--- config.mk ---
export PLATFORM = sky130hd
export DESIGN_NAME = arm_shift_unit
export DESIGN_NICKNAME = d
export VERILOG_FILES = /design/src/rtl/arm_shift_pkg.sv /design/src/rtl/arm_shift_step.sv /design/src/rtl/arm_shift_unit.sv
export SDC_FILE = /design/constraint.sdc
export NUM_CORES = 1
export LEC_CHECK = 0
export ABC_AREA = 0
export CAP_MARGIN = 40
export CORE_ASPECT_RATIO = 2
export CORE_UTILIZATION = 57
export DETAILED_ROUTE_END_ITERATION = 16
export PLACE_DENSITY = 0.85
export SLEW_MARGIN = 20
export SYNTH_ARGS = -nofsm -noshare
export SYNTH_HDL_FRONTEND = slang
export SYNTH_SLANG_ARGS = --single-unit
--- constraint.sdc ---
create_clock -name clk -period 5.45 [get_ports clk]
set_input_delay 1.09 -clock clk [delete_from_list [all_inputs] [get_ports clk]]
set_output_delay 1.09 -clock clk [all_outputs]
set_load 0.01 [all_outputs]
--- src/rtl/arm_shift_pkg.sv ---
// arm_shift_pkg: shared types and constants for the iterative ARM operand shifter.
// Holds the shift-op encodings (the external 2-bit codes plus an internal RRX
// code), the FSM state enum, the step constants, and the decode helpers that
// turn (shift_type, amount, imm_form) into an operation and an effective count.
package arm_shift_pkg;

  // The low two bits match the external shift_type codes. RRX exists only
  // inside the unit.
  typedef enum logic [2:0] {
    SH_LSL = 3'd0,
    SH_LSR = 3'd1,
    SH_ASR = 3'd2,
    SH_ROR = 3'd3,
    SH_RRX = 3'd4
  } shift_op_e;

  typedef enum logic [1:0] {
    ST_IDLE  = 2'd0,
    ST_SHIFT = 2'd1,
    ST_DONE  = 2'd2
  } state_e;

  // 33 single-bit steps are needed to push every bit of a register-form LSL/LSR out.
  localparam int MAX_COUNT = 33;
  localparam int FAST_STEP = 4;

  // Immediate ROR #0 is the RRX encoding. Every other combination keeps its own op.
  function automatic shift_op_e decode_op(input logic [1:0] st,
                                          input logic       imm,
                                          input logic [7:0] amount);
    shift_op_e op;
    op = shift_op_e'({1'b0, st});
    if (imm && (st == 2'b11) && (amount[4:0] == 5'd0)) begin
      op = SH_RRX;
    end
    return op;
  endfunction

  // Effective number of single-bit steps. Zero means "pass rm and c_in through".
  function automatic logic [5:0] eff_count(input shift_op_e  op,
                                           input logic       imm,
                                           input logic [7:0] amount);
    logic [5:0] n;
    n = 6'd0;
    if (imm) begin
      if (amount[4:0] == 5'd0) begin
        case (op)
          SH_LSL:         n = 6'd0;
          SH_LSR, SH_ASR: n = 6'd32;
          SH_RRX:         n = 6'd1;
          default:        n = 6'd0;
        endcase
      end else begin
        n = {1'b0, amount[4:0]};
      end
    end else if (amount != 8'd0) begin
      case (op)
        SH_LSL, SH_LSR: n = (amount > 8'(MAX_COUNT)) ? 6'(MAX_COUNT) : amount[5:0];
        SH_ASR:         n = (amount > 8'd32) ? 6'd32 : amount[5:0];
        default:        n = (amount[4:0] == 5'd0) ? 6'd32 : {1'b0, amount[4:0]};
      endcase
    end
    return n;
  endfunction

endpackage

--- src/rtl/arm_shift_step.sv ---
// arm_shift_step: combinational shift of 1..4 bit positions. It is built as k
// chained single-bit steps, so the carry is always the last bit shifted out.
// RRX is only ever requested with k = 1.
module arm_shift_step
  import arm_shift_pkg::*;
#(
  parameter int WIDTH = 32
) (
  input  logic [WIDTH-1:0] r,
  input  logic             c,
  input  shift_op_e        op,
  input  logic [2:0]       k,
  output logic [WIDTH-1:0] r_next,
  output logic             c_next
);

  // Apply the first k single-bit steps in sequence.
  always_comb begin
    logic [WIDTH-1:0] rr;
    logic             cc;
    rr = r;
    cc = c;
    for (int i = 0; i < FAST_STEP; i++) begin
      if (i < int'(k)) begin
        case (op)
          SH_LSL: begin
            cc = rr[WIDTH-1];
            rr = {rr[WIDTH-2:0], 1'b0};
          end
          SH_LSR: begin
            cc = rr[0];
            rr = {1'b0, rr[WIDTH-1:1]};
          end
          SH_ASR: begin
            cc = rr[0];
            rr = {rr[WIDTH-1], rr[WIDTH-1:1]};
          end
          SH_ROR: begin
            cc = rr[0];
            rr = {rr[0], rr[WIDTH-1:1]};
          end
          SH_RRX: begin
            rr = {cc, rr[WIDTH-1:1]};
            cc = r[0];
          end
          default: begin
            rr = rr;
            cc = cc;
          end
        endcase
      end
    end
    r_next = rr;
    c_next = cc;
  end

endmodule

--- src/rtl/arm_shift_unit.sv ---
// arm_shift_unit: iterative ARM barrel-shifter stage that feeds the ALU B operand.
// It captures rm, c_in, the decoded op and the effective count on an accepted
// start, shifts over several cycles, and then pulses done with result/c_out valid.
// Build option ARM_SHIFT_FAST_EN: when defined, each SHIFT edge consumes up to
// FAST_STEP bits of the count instead of one. Results are unchanged.
//
// state    | meaning
// ---------+---------------------------------------------------------------
// ST_IDLE  | waiting for start
// ST_SHIFT | stepping the working register, busy high
// ST_DONE  | done pulse; result/c_out valid; a new start is accepted here
module arm_shift_unit
  import arm_shift_pkg::*;
#(
  parameter int WIDTH = 32
) (
  input  logic             clk,
  input  logic             rst_n,
  input  logic             start,
  input  logic [WIDTH-1:0] rm,
  input  logic [7:0]       amount,
  input  logic [1:0]       shift_type,
  input  logic             imm_form,
  input  logic             c_in,
  output logic             busy,
  output logic             done,
  output logic [WIDTH-1:0] result,
  output logic             c_out
);

  localparam logic [5:0] FAST_K = 6'(FAST_STEP);

  state_e           state;
  shift_op_e        op_q;
  logic [5:0]       cnt;
  logic [WIDTH-1:0] work_r;
  logic             work_c;

  shift_op_e        ld_op;
  logic [5:0]       ld_n;
  logic [2:0]       step_k;
  logic [WIDTH-1:0] step_r;
  logic             step_c;

  assign ld_op = decode_op(shift_type, imm_form, amount);
  assign ld_n  = eff_count(ld_op, imm_form, amount);

`ifdef ARM_SHIFT_FAST_EN
  assign step_k = (cnt >= FAST_K) ? FAST_K[2:0] : cnt[2:0];
`else
  assign step_k = 3'd1;
`endif

  arm_shift_step #(.WIDTH(WIDTH)) u_step (
    .r      (work_r),
    .c      (work_c),
    .op     (op_q),
    .k      (step_k),
    .r_next (step_r),
    .c_next (step_c)
  );

  // Control FSM with registered busy/done. The working registers are kept
  // separate from result/c_out so that the outputs hold the previous result
  // until the first shift edge of the next operation.
  always_ff @(posedge clk or negedge rst_n) begin
    if (!rst_n) begin
      state  <= ST_IDLE;
      op_q   <= SH_LSL;
      cnt    <= 6'd0;
      work_r <= '0;
      work_c <= 1'b0;
      result <= '0;
      c_out  <= 1'b0;
      busy   <= 1'b0;
      done   <= 1'b0;
    end else begin
      case (state)
        ST_IDLE, ST_DONE: begin
          done  <= 1'b0;
          busy  <= 1'b0;
          state <= ST_IDLE;
          if (start) begin
            op_q   <= ld_op;
            cnt    <= ld_n;
            work_r <= rm;
            work_c <= c_in;
            if (ld_n == 6'd0) begin
              result <= rm;
              c_out  <= c_in;
              done   <= 1'b1;
              state  <= ST_DONE;
            end else begin
              busy  <= 1'b1;
              state <= ST_SHIFT;
            end
          end
        end
        ST_SHIFT: begin
          work_r <= step_r;
          work_c <= step_c;
          result <= step_r;
          c_out  <= step_c;
          cnt    <= cnt - {3'b000, step_k};
          if (cnt == {3'b000, step_k}) begin
            busy  <= 1'b0;
            done  <= 1'b1;
            state <= ST_DONE;
          end
        end
        default: begin
          busy  <= 1'b0;
          done  <= 1'b0;
          state <= ST_IDLE;
        end
      endcase
    end
  end

endmodule
# After elaboration in Yosys (flattened, before gate mapping)
# Cells that the tools add are included.
totals:
  elab_cells: 77
  register_bits: 79
  latchBits: 0
  mem_count: 0
  ram_bits: 0
  romBits: 0
classes:
  n_eq_ne: 14
  multipliers: 0
  shift: 0
  n_lt_le_gt_ge: 2
  n_bitwise: 0
  mux: 35
  reduce_logical: 16
  n_div: 0
  add_sub_neg: 1
op_table:
  columns: ["cell", "n"]
  rows:
  - ["$pmux 32 s5", 1]
  - ["$pmux 32 s2", 2]
  - ["$mux 32", 3]
  - ["$mux 6", 7]
  - ["$pmux 6 s2", 3]
  - ["$gt 8x6->1 const B", 2]
  - ["$pmux 1 s2", 5]
  - ["$eq 3x2->1 const B", 3]
  - ["$mux 1", 9]
  - ["$reduce_bool 8->1", 1]
  - ["$eq 3x1->1 const B", 2]
  - ["$eq 3x3->1 const B", 2]
  - ["$eq 6x1->1 const B", 1]
  - ["$logic_not 3->1", 2]
  - ["$logic_not 6->1", 1]
  - ["$mux 2", 3]
  - ["$ne 2x2->1 const B", 3]
  - ["$reduce_or 2->1", 3]
  - ["$sub 6x1->6 const B", 1]
  - ["$logic_not 5->1", 1]
  - ["$eq 2x2->1 const B", 2]
  - ["$pmux 2 s2", 1]
  - ["$reduce_and 2->1", 2]
  - ["$reduce_or 4->1", 1]
  - ["other kinds (6)", 7]

# Depth between registers and ports, before layout
depth:
  ltp_word: 13
  depth_mapped: 9
  mapped_depth_nobuf: 6

# Hierarchy
# From an unflattened synthesis, not the netlist that was laid out.
unflattened:
  cells_unflattened: 1119
  hier_area_um2: 8067.7
modules_own_cells:
  columns: ["module", "n_inst", "cells_per_inst", "area_per_inst_um2", "seq_area_each_um2"]
  rows:
  - ["arm_shift_step", 1, 729, 4411.7, 0.0]
  - ["arm_shift_unit", 1, 390, 3656.0, 1951.9]

# Least setup slack after synthesis
# No wires, ideal clock.
synth_timing:
  path_kind: "input to register"
  from: "input port shift_type[1]"
  to: "register c_out"
  setup_slack_ns: 2.673
  path_buffers: 3
  t_arrival_ns: 2.651
  cell_stages: 8
  cell_sequence: "buf_4 inv_1 a311o_1 o32a_1 buf_6 or2_1 buf_6 a311o_1"
synth_via:
  elab_chain_len: 12
synth_lines:
  columns: ["element", "line", "source"]
  rows:
  - ["from (decl)", "arm_shift_unit.sv:22", "input logic [1:0] shift_type,"]
  - ["$eq 2x2->1", "arm_shift_pkg.sv:33", "if (imm && (st == 2'b11) && (amount[4:0] == 5'd0)) begin"]
  - ["$logic_and 1x1->1 (2 in series)", "arm_shift_pkg.sv:33", null]
  - ["$mux 3 *", "arm_shift_pkg.sv:33", null]
  - ["$eq 3x1->1 (tied with other cells)", "arm_shift_pkg.sv:47, arm_shift_pkg.sv:57", null]
  - ["$reduce_or 2->1, on equally long branches", "arm_shift_pkg.sv:57, arm_shift_pkg.sv:47", null]
  - ["$pmux 6 s2, on equally long branches", "arm_shift_pkg.sv:57, arm_shift_pkg.sv:47", null]
  - ["$mux 6, on equally long branches", "arm_shift_pkg.sv:56, arm_shift_pkg.sv:46", null]
  - ["$mux 6 *", "arm_shift_pkg.sv:45", "if (imm) begin"]
  - ["$logic_not 6->1 *", "arm_shift_unit.sv:88", "if (ld_n == 6'd0) begin"]
  - ["$ne 2x2->1 (no line) *", null, null]
  - ["$reduce_and 3->1 (no line) *", null, null]
  - ["to (signal assigned)", "arm_shift_unit.sv:90", "c_out <= c_in;"]
  - ["to (signal assigned)", "arm_shift_unit.sv:103", "c_out <= step_c;"]
  - ["to (decl)", "arm_shift_unit.sv:28", "output logic c_out"]
# Mark *: on every way between the ends. The rest lies on a longest branch, timed or not.
# A chain may end at the register's enable or synchronous reset.

# Worst setup path after layout
layout_timing:
  from: "input port amount[4]"
  to: "register result[2]"
layout_via:
  elab_chain_len: 11
layout_lines:
  columns: ["element", "line", "source"]
  rows:
  - ["from (decl)", "arm_shift_unit.sv:21", "input logic [7:0] amount,"]
  - ["parallel branches: the longest is 7 deep, another holds $gt 8x6->1", null, null]
  - ["$mux 6 *", "arm_shift_pkg.sv:45", null]
  - ["$logic_not 6->1 *", "arm_shift_unit.sv:88", null]
  - ["$ne 2x2->1 (no line) *", null, null]
  - ["$reduce_and 3->1 (no line) *", null, null]
  - ["to (signal assigned)", "arm_shift_unit.sv:89", "result <= rm;"]
  - ["to (signal assigned)", "arm_shift_unit.sv:102", "result <= step_r;"]
  - ["to (decl)", "arm_shift_unit.sv:27", "output logic [WIDTH-1:0] result,"]
# Mark *: on every way between the ends.

==> flow_summary_export.csv <==
group,metric,value,unit
cts,postCtsResizedCells,0,
cts,cts.path.max_buffers,2,
yosys,yosysWarningCount,0,
die,die_area,8549,um^2
yosys,ys_seq_area_share,41.42,%
cells_and_area,final_cell_mix,"nor2_1 (125), clkdlybuf4s50_1 (80), dfrtp_1 (76)",
yosys,synthAdderAreaFrac,0.5379,%
timing,finalCritPeriodShare,64.06,%
yosys,syn_inst,567,
power,p_leak,2.202,nW
cts,cts-root-buf,"clkbuf_16",
global_routing,grt_usage,32.33,%
yosys,synth_compound_area_share,25.01,%
critical_path,cp-start-kind,"input port",
critical_path,worst-path-max-fanout,24,
die,die_x,65.88,um
global_routing,grt_max_degree,58,
timing,tightest_slew,0.7452,ns
place,dp_cells,702,
place,dp_hpwl,8.725,mm
routing,drt_iter0_drc,539,
cells_and_area,area_growth,23.67,%
power,p_total,3.442,mW
yosys,synth_top_family_by_area,"simple AND/OR/NAND/NOR gates",
cts,cts_tree,"built",
timing,finalSetupViolations,0,
critical_path,slowest_stage,"or4_4",
timing,fin_skew,0.006637,ns
routing,drc,0,
critical_path,arrival,3.68,ns
timing,tns,0,ns
routing,vias,4673,
yosys,yosys-top-cells-area,"dfrtp_1 (41%), nor2_1 (10%), a211oi_2 (8.1%)",
yosys,synth.cell_area,4652,um^2
worst_hold_path,hp-start,"result[0]",
die,fp-row-count,46,
routing,met2_length,7.008,mm
power,vdd_ir_drop_max,0.3988,mV
status,status,"completed",
worst_hold_path,hold_path.class,"flip-flop to flip-flop",
routing,met1Wirelength,4.757,mm
cells_and_area,nNetsFinal,666,
cts,cts_max_level,3,
critical_path,crit_chain,"clkdlybuf4s50_1 -> or4_4 -> or3_1 -> nand4_2 -> or2_1 -> buf_4 -> a211oi_2",
cells_and_area,final-instance-count-excl-fill,717,
timing,rsz0062_at_grt,"false",
critical_path,slowest_delay,0.59,ns
die,start_util,58.57,%
cts,clock_latency,0.34,ns
yosys,synth_flop_cell,"dfrtp_1",
critical_path,crit_start,"amount[4]",
routing,final_antenna_net_count,0,
global_routing,grt_pass1_wl,20.97,mm
cts,clk_pin_slew_worst_paths,0.05,ns
cts,cts_made_buffers,9,
yosys,muxShareOfSynthArea,1.157,%
yosys,synth_top_area_share,41.42,%
critical_path,cp.buffers_inverters,2,
timing,slew_headroom,50.27,%
routing,dr.max_layer_used,"met4",
cts,cts_setup_buffers,0,
critical_path,crit_family,"simple AND/OR/NAND/NOR gates",
cells_and_area,diodes,0,
place,gp_congestion,0.8325,
yosys,ys_ff_latch,77,
flow_run,cap_violations,0,
cts,cts.sink_count,77,
power,power.density,598.2,nW/um^2
routing,via_per_inst,6.517,
cells_and_area,layout_commonest_cell,"nor2_1",
routing,firstDrtPassIters,8,
routing,wirelength,12.82,mm
die,chipHeight,129.8,um
timing,fmax,0.2864,GHz
yosys,synth_cell_types,52,
cts,holdBufCountCts,0,
yosys,syn_nets,616,
place,portBuffers,81,
critical_path,required,5.64,ns
global_routing,antenna_found_initial,0,
global_routing,overflow,0,
yosys,async_reset_ff_share,100.0,%
yosys,synth_edf_count,0,
critical_path,criticalPathCategory,"input port to flip-flop",
die,core_area,7943,um^2
die,io_pins,82,
yosys,yosysTopAreaCell,"dfrtp_1",
routing,wl_met3,661,um
routing,routedWlPerCell,17.88,um
timing,drv_slew,0,
yosys,synth-simple-area-share,26.09,%
cells_and_area,drive_gt1_share,10.79,%
timing,hold_viol_final,0,
critical_path,end_kind,"flip-flop",
global_routing,grt_pass1_vias,4462,
yosys,synth_area_per_cell,8.205,um^2
critical_path,r2r_start,"busy",
yosys,synth_xor_xnor_area_share,0,%
timing,period_needed,3.491,ns
==> per-stage QoR <==
stage | setup slack, ns | util [%] | hold slack (ns) | instance area (um^2)
after floorplan | 2.673 | - | 0.4874 | 4652
after global placement | 1.706 | 68.12 | 0.4727 | 5410
after detailed placement | 1.642 | 69.16 | 0.4751 | 5493
after CTS | 1.978 | 72.43 | 0.4871 | 5753
after global routing | 1.851 | 72.43 | 0.5037 | 5753
final | 1.959 | 72.43 | 0.4818 | 5753
==> report_power, final <==
| part | switching [mW] | leakage [nW] | internal [mW] | total, mW |
|---|---|---|---|---|
| combinational | 1.03 | 1.22 | 0.799 | 1.83 |
| sequential | 0.226 | 0.848 | 0.850 | 1.08 |
| clock | 0.219 | 0.129 | 0.317 | 0.536 |
| total | 1.48 | 2.20 | 1.97 | 3.44 |
==> state kept, by name (all words and copies together), names as in the netlist <==
register / flops
busy: 1
cnt: 6
done: 1
c_out: 1
result: 32
op_q: 3
work_c: 1
work_r: 32
==> path summary, 6_finish.rpt <==
kind                            slack (ns)   endpoint  cells after the start
worst max register to register        3.17  result[3]                      6
worst max-delay path                  1.96  result[2]                      7
worst min register to register        0.48  result[0]                      1
min in group asynchronous             0.64  work_r[4]                      1
max in group asynchronous             4.24    op_q[2]                      2
worst min-delay path                  0.48  result[0]                      1
==> synth_stat cells, types with 2 or more instances <==
master,number
buf_6,5
nor4_1,12
dfrtp_1,77
a31oi_1,31
or2_1,2
nand2_1,71
nor2b_1,2
nor2_1,126
o21bai_1,2
nand3_1,4
o211ai_1,8
o21ai_0,10
mux2i_1,2
inv_1,5
mux2_2,2
a21oi_1,8
a211oi_1,28
ha_1,2
a22o_1,2
nor3_1,49
o21ai_1,5
a211oi_2,30
buf_2,5
nand2b_1,2
o311a_1,3
clkbuf_1,40
a311o_1,2
buf_1,2
or3_1,6
o22ai_1,2
==> per-layer routing <==
layer	global-route usage (%)	vias to the layer above
li1	-	2151
met2	55.58	218
met5	0	-
met1	36.89	2269
met4	17.90	0
met3	5.857	35
==> area by class of cell <==
class,instances,area [um^2]
inverter,6,22.52
multi-input combinational,431,2471
tap,96,120.1
timing repair buffer,92,950.9
clock buffer,13,250.2
fill,610,2190
sequential,77,1928
clock inverter,2,10.01
==> logic make-up after synthesis <==
family / after synthesis
buffers and inverters: 59
DFF: 77
and+or+nand+nor: 280
muxes: 5
AOI/OAI and AO/OA: 144
adders and majority gates: 2
(Power assumes the default switching activity.)
